===== src/rtl/mips_data_bus_bridge_if.sv =====
// Waitrequest-style memory bus between the data bus bridge (master) and the
// shared memory (slave).
interface mips_data_bus_bridge_if;
  logic [31:0] avm_address;
  logic        avm_read;
  logic        avm_write;
  logic [31:0] avm_writedata;
  logic [3:0]  avm_byteenable;
  logic        avm_waitrequest;
  logic [31:0] avm_readdata;

  modport master (
    output avm_address, avm_read, avm_write, avm_writedata, avm_byteenable,
    input  avm_waitrequest, avm_readdata
  );

  modport slave (
    input  avm_address, avm_read, avm_write, avm_writedata, avm_byteenable,
    output avm_waitrequest, avm_readdata
  );
endinterface


===== src/rtl/mips_data_bus_bridge.sv =====
// Bridges the core's single-cycle data port onto a waitrequest bus, freezing the
// core via clk_enable until each access completes, times out, or errors.
module mips_data_bus_bridge #(
  parameter int          TIMEOUT_CYCLES = 64,
  parameter logic [31:0] ERROR_READDATA = 32'hDEADBEEF
) (
  input  logic        clk,
  input  logic        reset,
  input  logic [31:0] cpu_address,
  input  logic        cpu_read,
  input  logic        cpu_write,
  input  logic [31:0] cpu_writedata,
  input  logic [3:0]  cpu_byteenable,
  output logic [31:0] cpu_readdata,
  output logic        cpu_clk_enable,
  mips_data_bus_bridge_if.master avm,
  output logic        bus_error
);

  localparam int CNT_W = (TIMEOUT_CYCLES > 1) ? $clog2(TIMEOUT_CYCLES) : 1;
  localparam logic [CNT_W-1:0] CNT_LAST = CNT_W'(TIMEOUT_CYCLES - 1);

  typedef enum logic [1:0] {IDLE, BUSY, DONE} state_t;

  state_t            state_reg;
  logic [CNT_W-1:0]  count_reg;
  logic [31:0]       address_reg;
  logic [31:0]       writedata_reg;
  logic [3:0]        byteenable_reg;
  logic              read_reg;
  logic              write_reg;
  logic [31:0]       readdata_reg;
  logic              bus_error_reg;

  logic              cpu_request;
  logic [3:0]        byteenable_next;
  logic              addr_lsb_unused;

  assign cpu_request     = cpu_read | cpu_write;
  assign byteenable_next = (cpu_byteenable == 4'b0000) ? 4'b1111 : cpu_byteenable;
  assign addr_lsb_unused = ^cpu_address[1:0];

  // DONE is the single cycle in which the core is let through to commit.
  assign cpu_clk_enable = !(cpu_request && (state_reg != DONE));

  always_ff @(posedge clk or posedge reset) begin
    if (reset) begin
      state_reg      <= IDLE;
      count_reg      <= '0;
      address_reg    <= '0;
      writedata_reg  <= '0;
      byteenable_reg <= '0;
      read_reg       <= 1'b0;
      write_reg      <= 1'b0;
      readdata_reg   <= '0;
      bus_error_reg  <= 1'b0;
    end else begin
      unique case (state_reg)
        IDLE: begin
          if (cpu_request) begin
            address_reg    <= {cpu_address[31:2], 2'b00};
            writedata_reg  <= cpu_writedata;
            byteenable_reg <= byteenable_next;
            // A conflicting read+write is resolved as a write and flagged.
            read_reg       <= cpu_read & ~cpu_write;
            write_reg      <= cpu_write;
            count_reg      <= '0;
            if (cpu_read && cpu_write) begin
              bus_error_reg <= 1'b1;
            end
            state_reg <= BUSY;
          end
        end
        BUSY: begin
          if (!avm.avm_waitrequest) begin
            if (read_reg) begin
              readdata_reg <= avm.avm_readdata;
            end
            read_reg  <= 1'b0;
            write_reg <= 1'b0;
            count_reg <= '0;
            state_reg <= DONE;
          end else if (count_reg == CNT_LAST) begin
            if (read_reg) begin
              readdata_reg <= ERROR_READDATA;
            end
            read_reg      <= 1'b0;
            write_reg     <= 1'b0;
            bus_error_reg <= 1'b1;
            count_reg     <= '0;
            state_reg     <= DONE;
          end else begin
            count_reg <= count_reg + CNT_W'(1);
          end
        end
        DONE: begin
          state_reg <= IDLE;
        end
        default: begin
          state_reg <= IDLE;
        end
      endcase
    end
  end

  assign avm.avm_address    = address_reg;
  assign avm.avm_read       = read_reg;
  assign avm.avm_write      = write_reg;
  assign avm.avm_writedata  = writedata_reg;
  assign avm.avm_byteenable = byteenable_reg;
  assign cpu_readdata       = readdata_reg;
  assign bus_error          = bus_error_reg;

endmodule


===== src/flat_wrapper.sv =====
// flat-port wrapper written by rule: the top's interface ports become plain ports
module mips_data_bus_bridge_flat 
#(
  parameter int          TIMEOUT_CYCLES = 64,
  parameter logic [31:0] ERROR_READDATA = 32'hDEADBEEF
)
  (clk, reset, cpu_address, cpu_read, cpu_write, cpu_writedata, cpu_byteenable, cpu_readdata, cpu_clk_enable, bus_error, avm_avm_address, avm_avm_read, avm_avm_write, avm_avm_writedata, avm_avm_byteenable, avm_avm_waitrequest, avm_avm_readdata);
  mips_data_bus_bridge_if avm_i ();
  input  logic clk;
  input  logic reset;
  input  logic [31:0] cpu_address;
  input  logic cpu_read;
  input  logic cpu_write;
  input  logic [31:0] cpu_writedata;
  input  logic [3:0] cpu_byteenable;
  output logic [31:0] cpu_readdata;
  output logic cpu_clk_enable;
  output logic bus_error;
  output wire logic [$bits(avm_i.avm_address)-1:0] avm_avm_address;
  output wire logic [$bits(avm_i.avm_read)-1:0] avm_avm_read;
  output wire logic [$bits(avm_i.avm_write)-1:0] avm_avm_write;
  output wire logic [$bits(avm_i.avm_writedata)-1:0] avm_avm_writedata;
  output wire logic [$bits(avm_i.avm_byteenable)-1:0] avm_avm_byteenable;
  input wire logic [$bits(avm_i.avm_waitrequest)-1:0] avm_avm_waitrequest;
  input wire logic [$bits(avm_i.avm_readdata)-1:0] avm_avm_readdata;
  assign avm_avm_address = avm_i.avm_address;
  assign avm_avm_read = avm_i.avm_read;
  assign avm_avm_write = avm_i.avm_write;
  assign avm_avm_writedata = avm_i.avm_writedata;
  assign avm_avm_byteenable = avm_i.avm_byteenable;
  assign avm_i.avm_waitrequest = avm_avm_waitrequest;
  assign avm_i.avm_readdata = avm_avm_readdata;
  mips_data_bus_bridge #(.TIMEOUT_CYCLES(TIMEOUT_CYCLES), .ERROR_READDATA(ERROR_READDATA)) u_core (.clk(clk), .reset(reset), .cpu_address(cpu_address), .cpu_read(cpu_read), .cpu_write(cpu_write), .cpu_writedata(cpu_writedata), .cpu_byteenable(cpu_byteenable), .cpu_readdata(cpu_readdata), .cpu_clk_enable(cpu_clk_enable), .avm(avm_i), .bus_error(bus_error));
endmodule

===== config.mk =====
export PLATFORM = sky130hd
export DESIGN_NAME = mips_data_bus_bridge_flat
export DESIGN_NICKNAME = d
export VERILOG_FILES = /design/src/rtl/mips_data_bus_bridge_if.sv /design/src/rtl/mips_data_bus_bridge.sv /design/src/flat_wrapper.sv
export SDC_FILE = /design/constraint.sdc
export NUM_CORES = 1
export LEC_CHECK = 0
export CORE_ASPECT_RATIO = 0.5
export CORE_MARGIN = 2
export CORE_UTILIZATION = 41
export DETAILED_ROUTE_END_ITERATION = 7
export GPL_ROUTABILITY_DRIVEN = 0
export PLACE_DENSITY = 0.78
export SLEW_MARGIN = 20
export SYNTH_ARGS = -nofsm -noshare
export SYNTH_HDL_FRONTEND = slang
export SYNTH_SLANG_ARGS = --single-unit

===== constraint.sdc =====
create_clock -name clk -period 3.75 [get_ports clk]
set_input_delay 0.375 -clock clk [delete_from_list [all_inputs] [get_ports clk]]
set_output_delay 0.375 -clock clk [all_outputs]
set_load 0.1 [all_outputs]

==> results.md <==
* Clock-pin slew on the worst setup and hold paths at 0.07 ns
* Post-synthesis sequential element count at 109
* Post-cts resize count at 0
* DIE HEIGHT at approximately 77 um
* Clock Path Buffers at 2
* Fin crit share at between 60% and 70%
* Share of cells above drive strength 1 at between 20% and 30%
* WP data required at around 4.0 ns
* Most common cell after layout, fill and taps aside: clkdlybuf4s50_1
* Relative slew slack at approximately a third
* Syn Inst Count at around 290
* GRT Overall Usage at about a fifth
* Class of the worst hold path: flop to flop
* Post-synth cell types at 35
* Synth warnings at 0
* Die width at 149 um
* Average size of a mapped cell at 15.1 sq um
* Min Tclk post-route at approximately 2.4 ns
* Cell taking the most area after synthesis: dfrtp_1
* Die area at 11400 sq um
* Site Rows at 26
* Placed cell count at about 620
* Met2 routed WL at 6080 um
* Root buffer cell: clkbuf_16
* Max FO, Critical Path at 41
* CP arrival at between 2 and 3 ns
* Post-synth EDFFs at 0
* CP Launch Type: flop
* Final nets at between 500 and 600
* Most frequent cells in the layout: 203 x clkdlybuf4s50_1, 109 x dfrtp_1, 62 x mux2_2, 24 x o22a_2, 12 x nor2_1
* Async SR Flop Fraction at 100%
* Setup CP Type: flop to flop
* Post-Layout Cell Count at 635
* Wl on met1 at ~4300 um
* Clock Sinks at between 100 and 150
* Antenna viol nets, final at 0
* Avg WL per Cell at ~17 um
* Final HPWL DP at about 8100 um
* H-tree level count at 3
* DR vias/cell at a little under 5
* Worst-Margin Slew at roughly 1.0 ns
* Number of global-route vias before repair at roughly 3300
* Critical path's slowest cell: o21a_2
* Hold_buf cts at 0
* Port Buffer Count at just over 200
* Mapped cell area at approximately 4300 sq um
* Final setup fails at 0
* Highest routed layer: met4
* Routed wl met3 at about 340 um
* Setup TNS at 0 ns
* Commonest register cell after synthesis: dfrtp_1
* Hold WS at a little under 0.5 ns
* Drt total wl at approximately 11000 um
* Initial antenna violation count at 0
* Pre-Repair DR Iteration Count at 4
* RSZ-0062 raised after global routing: no
* Status: finished, final reports clean
* CTS tree: yes
* Final Hold Viols at 0
* Vias at about 3000
* N_diodes at 0
* F_max at around 420 MHz
* Top area cells in the synthesized netlist: dfrtp_1 63%, mux2_2 16%, o22a_2 5.6%
* Final Max Slew Viols at 0
* Setup Skew at 0.00743 ns
* Worst-Skew Late Latency at between 0.3 and 0.4 ns
* Remaining DRCs at 0
* Inserted Clock Buffers at 9
* Maxcap violations at 0
* Seq/Total Area, Yosys at ~63%
* First-pass GRT wire length at about 18000 um
* Crit. End Element: flop
* Drt first-iter violations at 133
* I/O Pins at around 210
* Yosys top cell area share at approximately 63%
* GRT Residual Overflow at 0
* CP max stage delay at approximately 0.78 ns
* Area Growth Syn to Fin at 56.0%
* Crit path cell chain: nor2_2, o21a_2, buf_4, mux2_2
* Core Area at 10200 sq um
* Setup Buffers After CTS at 0
* Filler Cell Count at ~780
* Largest net degree at the start of global routing at between 60 and 70
* Starting density of the core at 42.3%
-- cells in the mapped netlist (2+ instances only) --
master / count
nor2_1: 12
a31oi_1: 2
buf_6: 12
nand2_1: 6
dfrtp_1: 109
o22a_2: 24
nand3_1: 3
o22ai_1: 2
a21oi_1: 6
nand3_4: 2
buf_4: 3
nand2b_1: 2
nor3_1: 6
or2_2: 2
o21ai_0: 3
a22o_1: 10
mux2_2: 62
inv_1: 3
-- critical path, delay by kind of cell, from the launching register on --
family,cells,cell delay [ns]
buffers and inverters,1,0.40
DFF,1,0.49
AOI/OAI and AO/OA,1,0.78
and+or+nand+nor,1,0.20
muxes,1,0.37
-- worst paths after layout --
check,from,end,slack (ns),cells after the start
min in group asynchronous,reset,u_core.avm.avm_address[17],0.54,2
max in group asynchronous,reset,u_core.avm.avm_address[21],2.37,3
min reg2reg,u_core.cpu_readdata[0],u_core.cpu_readdata[0],0.49,1
min,u_core.cpu_readdata[0],u_core.cpu_readdata[0],0.49,1
max,u_core.state_reg[0],u_core.avm.avm_address[25],1.38,4
max reg2reg,u_core.state_reg[0],u_core.avm.avm_address[25],1.38,4
-- layer usage --
metal	GRT usage, %	vias to the layer above
met5	0	-
met4	7.24	0
met3	5.27	16
met2	36.8	55
met1	22.9	1559
li1	-	1436
-- cell type report --
| class | count | area, sq um | share of cell area (%) |
|---|---|---|---|
| clock buffers | 12 | 256 | 3.81 |
| clock inverters | 4 | 70.1 | 1.04 |
| inverters | 4 | 17.5 | 0.260 |
| multi-input cells | 158 | 1420 | 21.0 |
| flip-flops and latches | 109 | 2730 | 40.5 |
| well taps | 140 | 175 | 2.60 |
| repair buffers | 208 | 2070 | 30.7 |
-- per-stage QoR --
| step | util [%] | setup slack (ns) | instance area [sq um] |
|---|---|---|---|
| 2_1_floorplan | - | 0.501 | 4320 |
| 3_3_place_gp | 62.7 | 1.09 | 6410 |
| 3_5_place_dp | 62.7 | 1.08 | 6410 |
| 4_1_cts | 65.9 | 1.37 | 6730 |
| 5_1_grt | 65.9 | 1.25 | 6730 |
| 6_report | 65.9 | 1.38 | 6730 |
-- cells by family (layout without fill, tap and decap cells) --
kind of cell	Yosys count	in the layout	share of synthesized area [%]
compound gates	55	55	11.2
xor+xnor	1	1	0.203
buf+inv	20	228	4.12
other cells	1	2	0.0869
flops	109	109	63.2
mux	62	62	16.2
fa+ha+maj	1	1	0.290
simple gates	37	37	4.72
Power is not shown: default switching activity piles up to over one toggle a cycle in this logic, so the estimate is an artifact.
